--- config.mk ---
export PLATFORM = sky130hd
export DESIGN_NAME = wb_pipe_stage
export DESIGN_NICKNAME = d
export VERILOG_FILES = /design/src/rtl/wb_pipe_stage.sv
export SDC_FILE = /design/constraint.sdc
export NUM_CORES = 1
export LEC_CHECK = 0
export BUFFER_PORTS_ARGS = -buffer_cell sky130_fd_sc_hd__clkbuf_2
export CAP_MARGIN = 20
export CELL_PAD_IN_SITES_DETAIL_PLACEMENT = 2
export CELL_PAD_IN_SITES_GLOBAL_PLACEMENT = 2
export CORE_ASPECT_RATIO = 1.1
export CORE_UTILIZATION = 30
export DETAILED_ROUTE_END_ITERATION = 10
export GPL_TIMING_DRIVEN = 0
export PLACE_DENSITY_LB_ADDON = 0.1
export SYNTH_ARGS = -nofsm -noshare
export SYNTH_HDL_FRONTEND = slang
export SYNTH_SLANG_ARGS = --single-unit
--- constraint.sdc ---
create_clock -name clk -period 2.1 [get_ports clk]
set_clock_uncertainty 0.15 [all_clocks]
set_input_delay 0.21 -clock clk [delete_from_list [all_inputs] [get_ports clk]]
set_output_delay 0.21 -clock clk [all_outputs]
set_load 0.01 [all_outputs]
--- src/rtl/wb_pipe_stage.sv ---
// Memory-to-writeback pipeline stage: two-entry elastic buffer (main + skid)
// with flush and a same-cycle forwarding port on the main entry.
module wb_pipe_stage #(
  parameter int DATA_W = 32,
  parameter int RD_W   = 4
) (
  input  logic              clk,
  input  logic              reset,
  input  logic              in_valid,
  output logic              in_ready,
  input  logic [DATA_W-1:0] data_in,
  input  logic [RD_W-1:0]   rd_in,
  input  logic              link_in,
  input  logic              wb_en_in,
  input  logic              flush,
  output logic              out_valid,
  input  logic              out_ready,
  output logic [DATA_W-1:0] data_out,
  output logic [RD_W-1:0]   rd_out,
  output logic              link_out,
  output logic              wb_en_out,
  input  logic [RD_W-1:0]   fwd_rd,
  output logic              fwd_hit,
  output logic [DATA_W-1:0] fwd_data
);

  localparam logic [1:0] ST_EMPTY = 2'd0;
  localparam logic [1:0] ST_ONE   = 2'd1;
  localparam logic [1:0] ST_TWO   = 2'd2;

  logic [1:0]        state_reg, state_next;

  logic [DATA_W-1:0] main_data_reg;
  logic [RD_W-1:0]   main_rd_reg;
  logic              main_link_reg;
  logic              main_wb_en_reg;
  logic              main_valid_reg, main_valid_next;

  logic [DATA_W-1:0] skid_data_reg;
  logic [RD_W-1:0]   skid_rd_reg;
  logic              skid_link_reg;
  logic              skid_wb_en_reg;
  logic              skid_valid_reg, skid_valid_next;

  logic              accept;
  logic              consume;
  logic              load_main_from_in;
  logic              load_main_from_skid;
  logic              load_skid;

  // in_ready comes straight from a flop so it never sees out_ready combinationally
  assign in_ready = ~skid_valid_reg;
  assign accept   = in_valid & in_ready;
  assign consume  = main_valid_reg & out_ready;

  always_comb begin
    state_next          = state_reg;
    main_valid_next     = main_valid_reg;
    skid_valid_next     = skid_valid_reg;
    load_main_from_in   = 1'b0;
    load_main_from_skid = 1'b0;
    load_skid           = 1'b0;
    if (flush) begin
      state_next      = ST_EMPTY;
      main_valid_next = 1'b0;
      skid_valid_next = 1'b0;
    end else begin
      case (state_reg)
        ST_EMPTY: begin
          if (accept) begin
            load_main_from_in = 1'b1;
            main_valid_next   = 1'b1;
            state_next        = ST_ONE;
          end
        end
        ST_ONE: begin
          if (accept && consume) begin
            load_main_from_in = 1'b1;
          end else if (accept) begin
            load_skid       = 1'b1;
            skid_valid_next = 1'b1;
            state_next      = ST_TWO;
          end else if (consume) begin
            main_valid_next = 1'b0;
            state_next      = ST_EMPTY;
          end
        end
        ST_TWO: begin
          if (consume) begin
            load_main_from_skid = 1'b1;
            skid_valid_next     = 1'b0;
            state_next          = ST_ONE;
          end
        end
        default: begin
          state_next      = ST_EMPTY;
          main_valid_next = 1'b0;
          skid_valid_next = 1'b0;
        end
      endcase
    end
  end

  always_ff @(posedge clk) begin
    if (reset) begin
      state_reg      <= ST_EMPTY;
      main_valid_reg <= 1'b0;
      skid_valid_reg <= 1'b0;
    end else begin
      state_reg      <= state_next;
      main_valid_reg <= main_valid_next;
      skid_valid_reg <= skid_valid_next;
    end
  end

  // Payload is left stale on flush; the cleared valids mask it everywhere.
  always_ff @(posedge clk) begin
    if (reset) begin
      main_data_reg  <= '0;
      main_rd_reg    <= '0;
      main_link_reg  <= 1'b0;
      main_wb_en_reg <= 1'b0;
      skid_data_reg  <= '0;
      skid_rd_reg    <= '0;
      skid_link_reg  <= 1'b0;
      skid_wb_en_reg <= 1'b0;
    end else begin
      if (load_main_from_in) begin
        main_data_reg  <= data_in;
        main_rd_reg    <= rd_in;
        main_link_reg  <= link_in;
        main_wb_en_reg <= wb_en_in;
      end else if (load_main_from_skid) begin
        main_data_reg  <= skid_data_reg;
        main_rd_reg    <= skid_rd_reg;
        main_link_reg  <= skid_link_reg;
        main_wb_en_reg <= skid_wb_en_reg;
      end
      if (load_skid) begin
        skid_data_reg  <= data_in;
        skid_rd_reg    <= rd_in;
        skid_link_reg  <= link_in;
        skid_wb_en_reg <= wb_en_in;
      end
    end
  end

  assign out_valid = main_valid_reg;
  assign data_out  = main_data_reg;
  assign rd_out    = main_rd_reg;
  assign link_out  = main_link_reg;
  assign wb_en_out = main_wb_en_reg & main_valid_reg;

  // Forwarding looks only at the main entry; a beat in skid stalls upstream instead.
  logic [RD_W-1:0] rd_match_bits;
  for (genvar gi = 0; gi < RD_W; gi++) begin : g_rd_match
    assign rd_match_bits[gi] = ~(main_rd_reg[gi] ^ fwd_rd[gi]);
  end

  assign fwd_hit  = main_valid_reg & main_wb_en_reg & (&rd_match_bits);
  assign fwd_data = main_data_reg;

endmodule

# Yosys cells after proc, flatten, opt, wreduce, memory -nomap -nowiden
# Cells that the tools add are included.
[word_totals] reg_bits=80 in_bits=47 output_inout_bits=73 word_cells=74
[op_classes] n_eq_ne=9 mux=31 bitwise=15 n_reduce_logical=8
[op_table] operator="$mux W32" count=2
[op_table] operator="$mux W1" count=18
[op_table] operator="$ne A2 B2 Y1 const B" count=6
[op_table] operator="$reduce_and A4 Y1" count=3
[op_table] operator="$mux W2" count=5
[op_table] operator="$mux W4" count=2
[op_table] operator="$not A1 Y1" count=7
[op_table] operator="$pmux W1 S3" count=2
[op_table] operator="$pmux W2 S3" count=1
[op_table] operator="$reduce_and A5 Y1" count=1
[op_table] operator="$and A1 B1 Y1" count=4
[op_table] operator="$xor A1 B1 Y1" count=4
[op_table] operator="$ne A3 B3 Y1 const B" count=1
[op_table] operator="$eq A2 B1 Y1 const B" count=1
[op_table] operator="$eq A2 B2 Y1 const B" count=1
[op_table] operator="$logic_not A2 Y1" count=1
[op_table] operator="$pmux W1 S2" count=1
[op_table] operator="$reduce_bool A2 Y1" count=1
[op_table] operator="$reduce_or A2 Y1" count=1
[op_table] operator="$logic_and A1 B1 Y1" count=1

# Longest topological paths before layout
[depth] depth_word=7 ltp_mapped=7

# Least setup slack after synthesis
# Ideal clock, no wire load.
[synth_timing] path_type="reg2reg" start="register state_reg[1]" end="register main_data_reg[10] (netlist: data_out[10])" setup_time_ns=0.142 arrival_ns=1.377 setup_slack_ns=0.431 stages_incl_launch_ff=7 path_buffers=3 cell_sequence="dfxtp_1 buf_6 or4b_4 buf_6 buf_6 nor3_2 a311oi_1"
[synth_between] elab_chain_len=4 word_cells_on_any_way=9 cone_classes="2 x eq/ne; 5 x mux; 2 x reduce/logical"
[synth_rtl] element="start: declaration" line="31" source="logic [1:0] state_reg, state_next;"
[synth_rtl] element="start signal: assignment" line="110" source="state_reg <= state_next;"
[synth_rtl] element="$eq A2 B1 Y1 (tied with other cells)" line="68" source="case (state_reg)"
[synth_rtl] element="$pmux W1 S2 / $mux W1 (equally long branches)" line="68"
[synth_rtl] element="$mux W1" line="63" source="if (flush) begin"
[synth_rtl] element="$mux W32 / $reduce_bool A2 Y1 (equally long branches)"
[synth_rtl] element="end signal: assignment" line="129" source="main_data_reg <= data_in;"
[synth_rtl] element="end signal: assignment" line="134" source="main_data_reg <= skid_data_reg;"
[synth_rtl] element="end: declaration" line="33" source="logic [DATA_W-1:0] main_data_reg;"
# Several ways; a longest one is shown, not always the timed one.
# A chain may end at the register's enable or synchronous reset.

# Final worst setup path
[layout_timing] start="register main_valid_reg (netlist: out_valid)" end="output fwd_hit"
[layout_between] elab_chain_len=2
[layout_rtl] element="start: declaration" line="37" source="logic main_valid_reg, main_valid_next;"
[layout_rtl] element="start signal: assignment" line="111" source="main_valid_reg <= main_valid_next;"
[layout_rtl] element="$and A1 B1 Y1 (2 in series)" line="160" source="assign fwd_hit = main_valid_reg & main_wb_en_reg & (&rd_match_bits);"
[layout_rtl] element="end: declaration" line="23" source="output logic fwd_hit,"
# No other way between the ends.

==> results by group <==
Status
  • Status: complete, but fails checks
  • Failing checks: design-rule violations, negative hold slack

STA
  • RSZ-0062 raised after global routing: no
  • Hold slack final: -0.00301 ns
  • Total Neg Setup Slack: 0 ns
  • Final min period: 2.00 ns
  • Slew headroom: 51.5%
  • Final worst-path cycle share: a little over nine tenths
  • Fin. Hold Viols: 1
  • Worst slew pin tran: 0.727 ns
  • F_max: ~500 MHz
  • Final Max Slew Viols: 0
  • Final setup viols: 0
  • Worst Slack Setup Final: 0.0980 ns

Detailed routing
  • Via density: 5.31
  • Antenna Violating Nets Remaining: 0
  • Total wire length: 14900 um
  • Total number of vias: 4187
  • First-pass DRT Iterations: 8
  • DRC viols: 7
  • Wire per inst: 18.9 um
  • Drt initial violations: between 150 and 200

Pwr
  • Pwr/cell area: 692 nW/um2
  • Worst vdd ir: ~0.29 mV
  • Leak: around 2.1 nW

Clocking
  • CTS tree: yes
  • Reg clk slew, reported paths: 0.06 ns
  • CTS Sinks: 80
  • Worst skew pair latency: 0.34 ns
  • Root Buffer: clkbuf_16
  • Total CTS buffers: 9
  • H-Tree Level Count: 3
  • Clock buffer depth: 2

Setup path
  • Crit-path slowest cell: dfxtp_1
  • Required @ worst endpoint: 1.74 ns
  • Worst reg-to-reg path cell count: 7
  • RR Endpoint: link_out
  • Worst-path cell chain: clkbuf_4 -> and2_1 -> nand2_1 -> nor4_1 -> clkbuf_2
  • Critical path arrival: about 1.6 ns
  • Critical Path Sink Type: output pin
  • Startpoint types: register
  • Setup Crit Path Kind: register to output pin
  • Crit path max fanout: 9
  • R2r setup slk: 0.1 ns
  • Slowest stage delay, CP: 0.36 ns
  • Worst r2r src: out_valid

Synthesis
  • YS warnings: 0
  • Complex-gate fraction of the synthesized area: about a quarter
  • Post-Synth XOR/XNOR Area: 0.876%
  • Post-Synth Simple-Gate Area: between 20% and 30%
  • Largest family of logic cells by synthesized area: compound AO/OA/AOI/OAI gates
  • Cells after synthesis: 468
  • Yosys reg bits: 80
  • Distinct cells, synth: 36
  • Seq/Total Area, Yosys: 40.1%
  • Post-synthesis mux area share: 0.250%
  • Synthesized netlist net count: 515
  • Mapped cell area: ~4000 um2
  • Synth Area in Adders: 0%
  • Avg Cell Area, Syn: 8.54 um2

Global routing
  • Vias in the first global route: 4341
  • Largest net degree at the start of global routing: 12
  • Initial antenna violation count: 0
  • Grt ovf: 0
  • All-Layer GR Usage: 22.0%
  • Global-route wire length before repair: 23500 um

Floorplanning
  • Io pins: 120
  • Die W: 112 um
  • Chip height: 123 um
  • Initial Utilization: between 30% and 40%
  • Core ar.: 12800 um2
  • Die area: approximately 14000 um2
  • Num rows: 43

Final layout
  • Reg area: 1600 um2
  • Area growth, synth to finish: 34.8%
  • NumNets Final: 675
  • Area of the multi-input gates: 1890 um2
  • Post-Layout Cell Count: 788
  • Layout cells sized above 1: 36.3%
  • FILL cells: between 1000 and 1500
  • # diodes: 0

Run
  • Max cap viols: 0

Placement
  • Dpl cells: 743
  • I/O Buffers: between 100 and 150
  • Post-DP HPWL: about 10000 um
  • GPL Wtd Cong: 0.744
  • Pre-CTS setup slack: 0.0545 ns

Min path
  • Beginning of the worst hold path: data_in[4]
  • Worst hold path type: input port to register
  • WHS Endpoint: skid_data_reg[4]
  • Worst hold stages: 3
==> per-stage QoR <==
| step | power [mW] | hold slack [ns] | util (%) | area, um2 |
|---|---|---|---|---|
| 2_1_floorplan | 2.00 | 0.150 | - | 4000 |
| 3_3_place_gp | 2.25 | 0.311 | 37.4 | 4790 |
| 3_5_place_dp | 2.27 | 0.326 | 37.4 | 4790 |
| 4_1_cts | 3.75 | 0.0000923 | 41.9 | 5360 |
| 5_1_grt | 3.87 | 0.00330 | 42.1 | 5390 |
| 6_report | 3.73 | -0.00301 | 42.1 | 5390 |
==> synth_stat cells, drive strengths merged <==
cell | number | area, um2
a311oi | 38 | 333
o21ai | 77 | 385
nor4b | 1 | 15.0
buf | 61 | 424
a211o | 1 | 8.76
and2 | 1 | 6.26
nand2 | 3 | 11.3
dfxtp | 80 | 1600
a21bo | 1 | 10.0
nand2b | 2 | 12.5
nor2b | 1 | 6.26
o21bai | 1 | 7.51
nand3b | 1 | 7.51
nor2 | 2 | 7.51
nand3 | 77 | 385
mux2i | 1 | 10.0
nor3 | 38 | 340
and3b | 1 | 8.76
nor4 | 1 | 6.26
xor2 | 3 | 26.3
nor3b | 1 | 7.51
o311a | 1 | 10.0
inv | 3 | 11.3
xnor2 | 1 | 8.76
a21oi | 40 | 200
a21boi | 3 | 26.3
or4b | 1 | 13.8
clkbuf | 26 | 98.8
a2111oi | 1 | 8.76
==> logic make-up (layout without fill, tap and decap cells) <==
| group | count (synthesis) | count (layout) |
|---|---|---|
| flops | 80 | 80 |
| xor+xnor | 4 | 4 |
| simple gates | 130 | 130 |
| mux | 1 | 1 |
| compound gates | 163 | 163 |
| buf+inv | 90 | 253 |
==> critical path: cells and delay by family, from the launching register on <==
family / cells / cell delay, ns
buf+inv: 2 / 0.40
simple gates: 3 / 0.54
flops: 1 / 0.36
==> power by group <==
group,switching (mW),total (mW),internal [mW]
clock,0.622,1.44,0.820
combinational,0.366,0.654,0.288
sequential,0.0482,1.63,1.58
==> cell type report <==
cell class / count / area share, %
clock buffers: 13 / 4.64
inverters: 3 / 0.209
well taps: 157 / 3.64
repair buffers: 150 / 16.9
plain buffers: 86 / 9.79
flip-flops and latches: 80 / 29.7
clock inverters: 1 / 0.0928
multi-input cells: 298 / 35.0
==> routing by layer <==
metal	global-route usage (%)	wire length (um)	share of wire, %	vias up
met5	0	0	0	-
met4	6.17	185	1.2	0
met3	3.04	402	2.7	12
met2	38.9	7570	51	80
met1	28.0	6730	45	2076
li1	-	-	-	2019
==> cells in the final DEF, fill, tap and decap left out, drive strengths merged <==
cell,Yosys,layout
nand2b,2,2
a311oi,38,38
nand2,3,3
nor3,38,38
a21boi,3,3
a211o,1,1
nor3b,1,1
xnor2,1,1
dfxtp,80,80
buf,61,59
xor2,3,3
o21bai,1,1
nor2,2,2
a21oi,40,40
and3b,1,1
clkbuf,26,158
nor4,1,1
mux2i,1,1
clkinv,0,1
nand3b,1,1
nor2b,1,1
and2,1,1
inv,3,3
o21ai,77,77
nand3,77,77
dlygate4sd3,0,32
a21bo,1,1
o311a,1,1
or4b,1,1
a2111oi,1,1
nor4b,1,1
==> worst max path at each step <==
stage | startpoint | to | slack [ns]
5_1_grt | out_valid | data_out[25] | 0.02
3_5_place_dp | out_valid | main_wb_en_reg | 0.05
4_1_cts | out_valid | fwd_hit | 0.05
3_3_place_gp | out_valid | data_out[30] | 0.1
2_1_floorplan | state_reg[1] | data_out[10] | 0.43
6_report | out_valid | fwd_hit | 0.1
==> repair_timing <==
item                       CTS  global route
gates resized for setup      0            10
hold endpoints to repair    32             0
hold buffers                32             0
setup endpoints to repair    0            19
buffers inserted             0             0
Note: power is estimated with default switching activity, not from simulation.
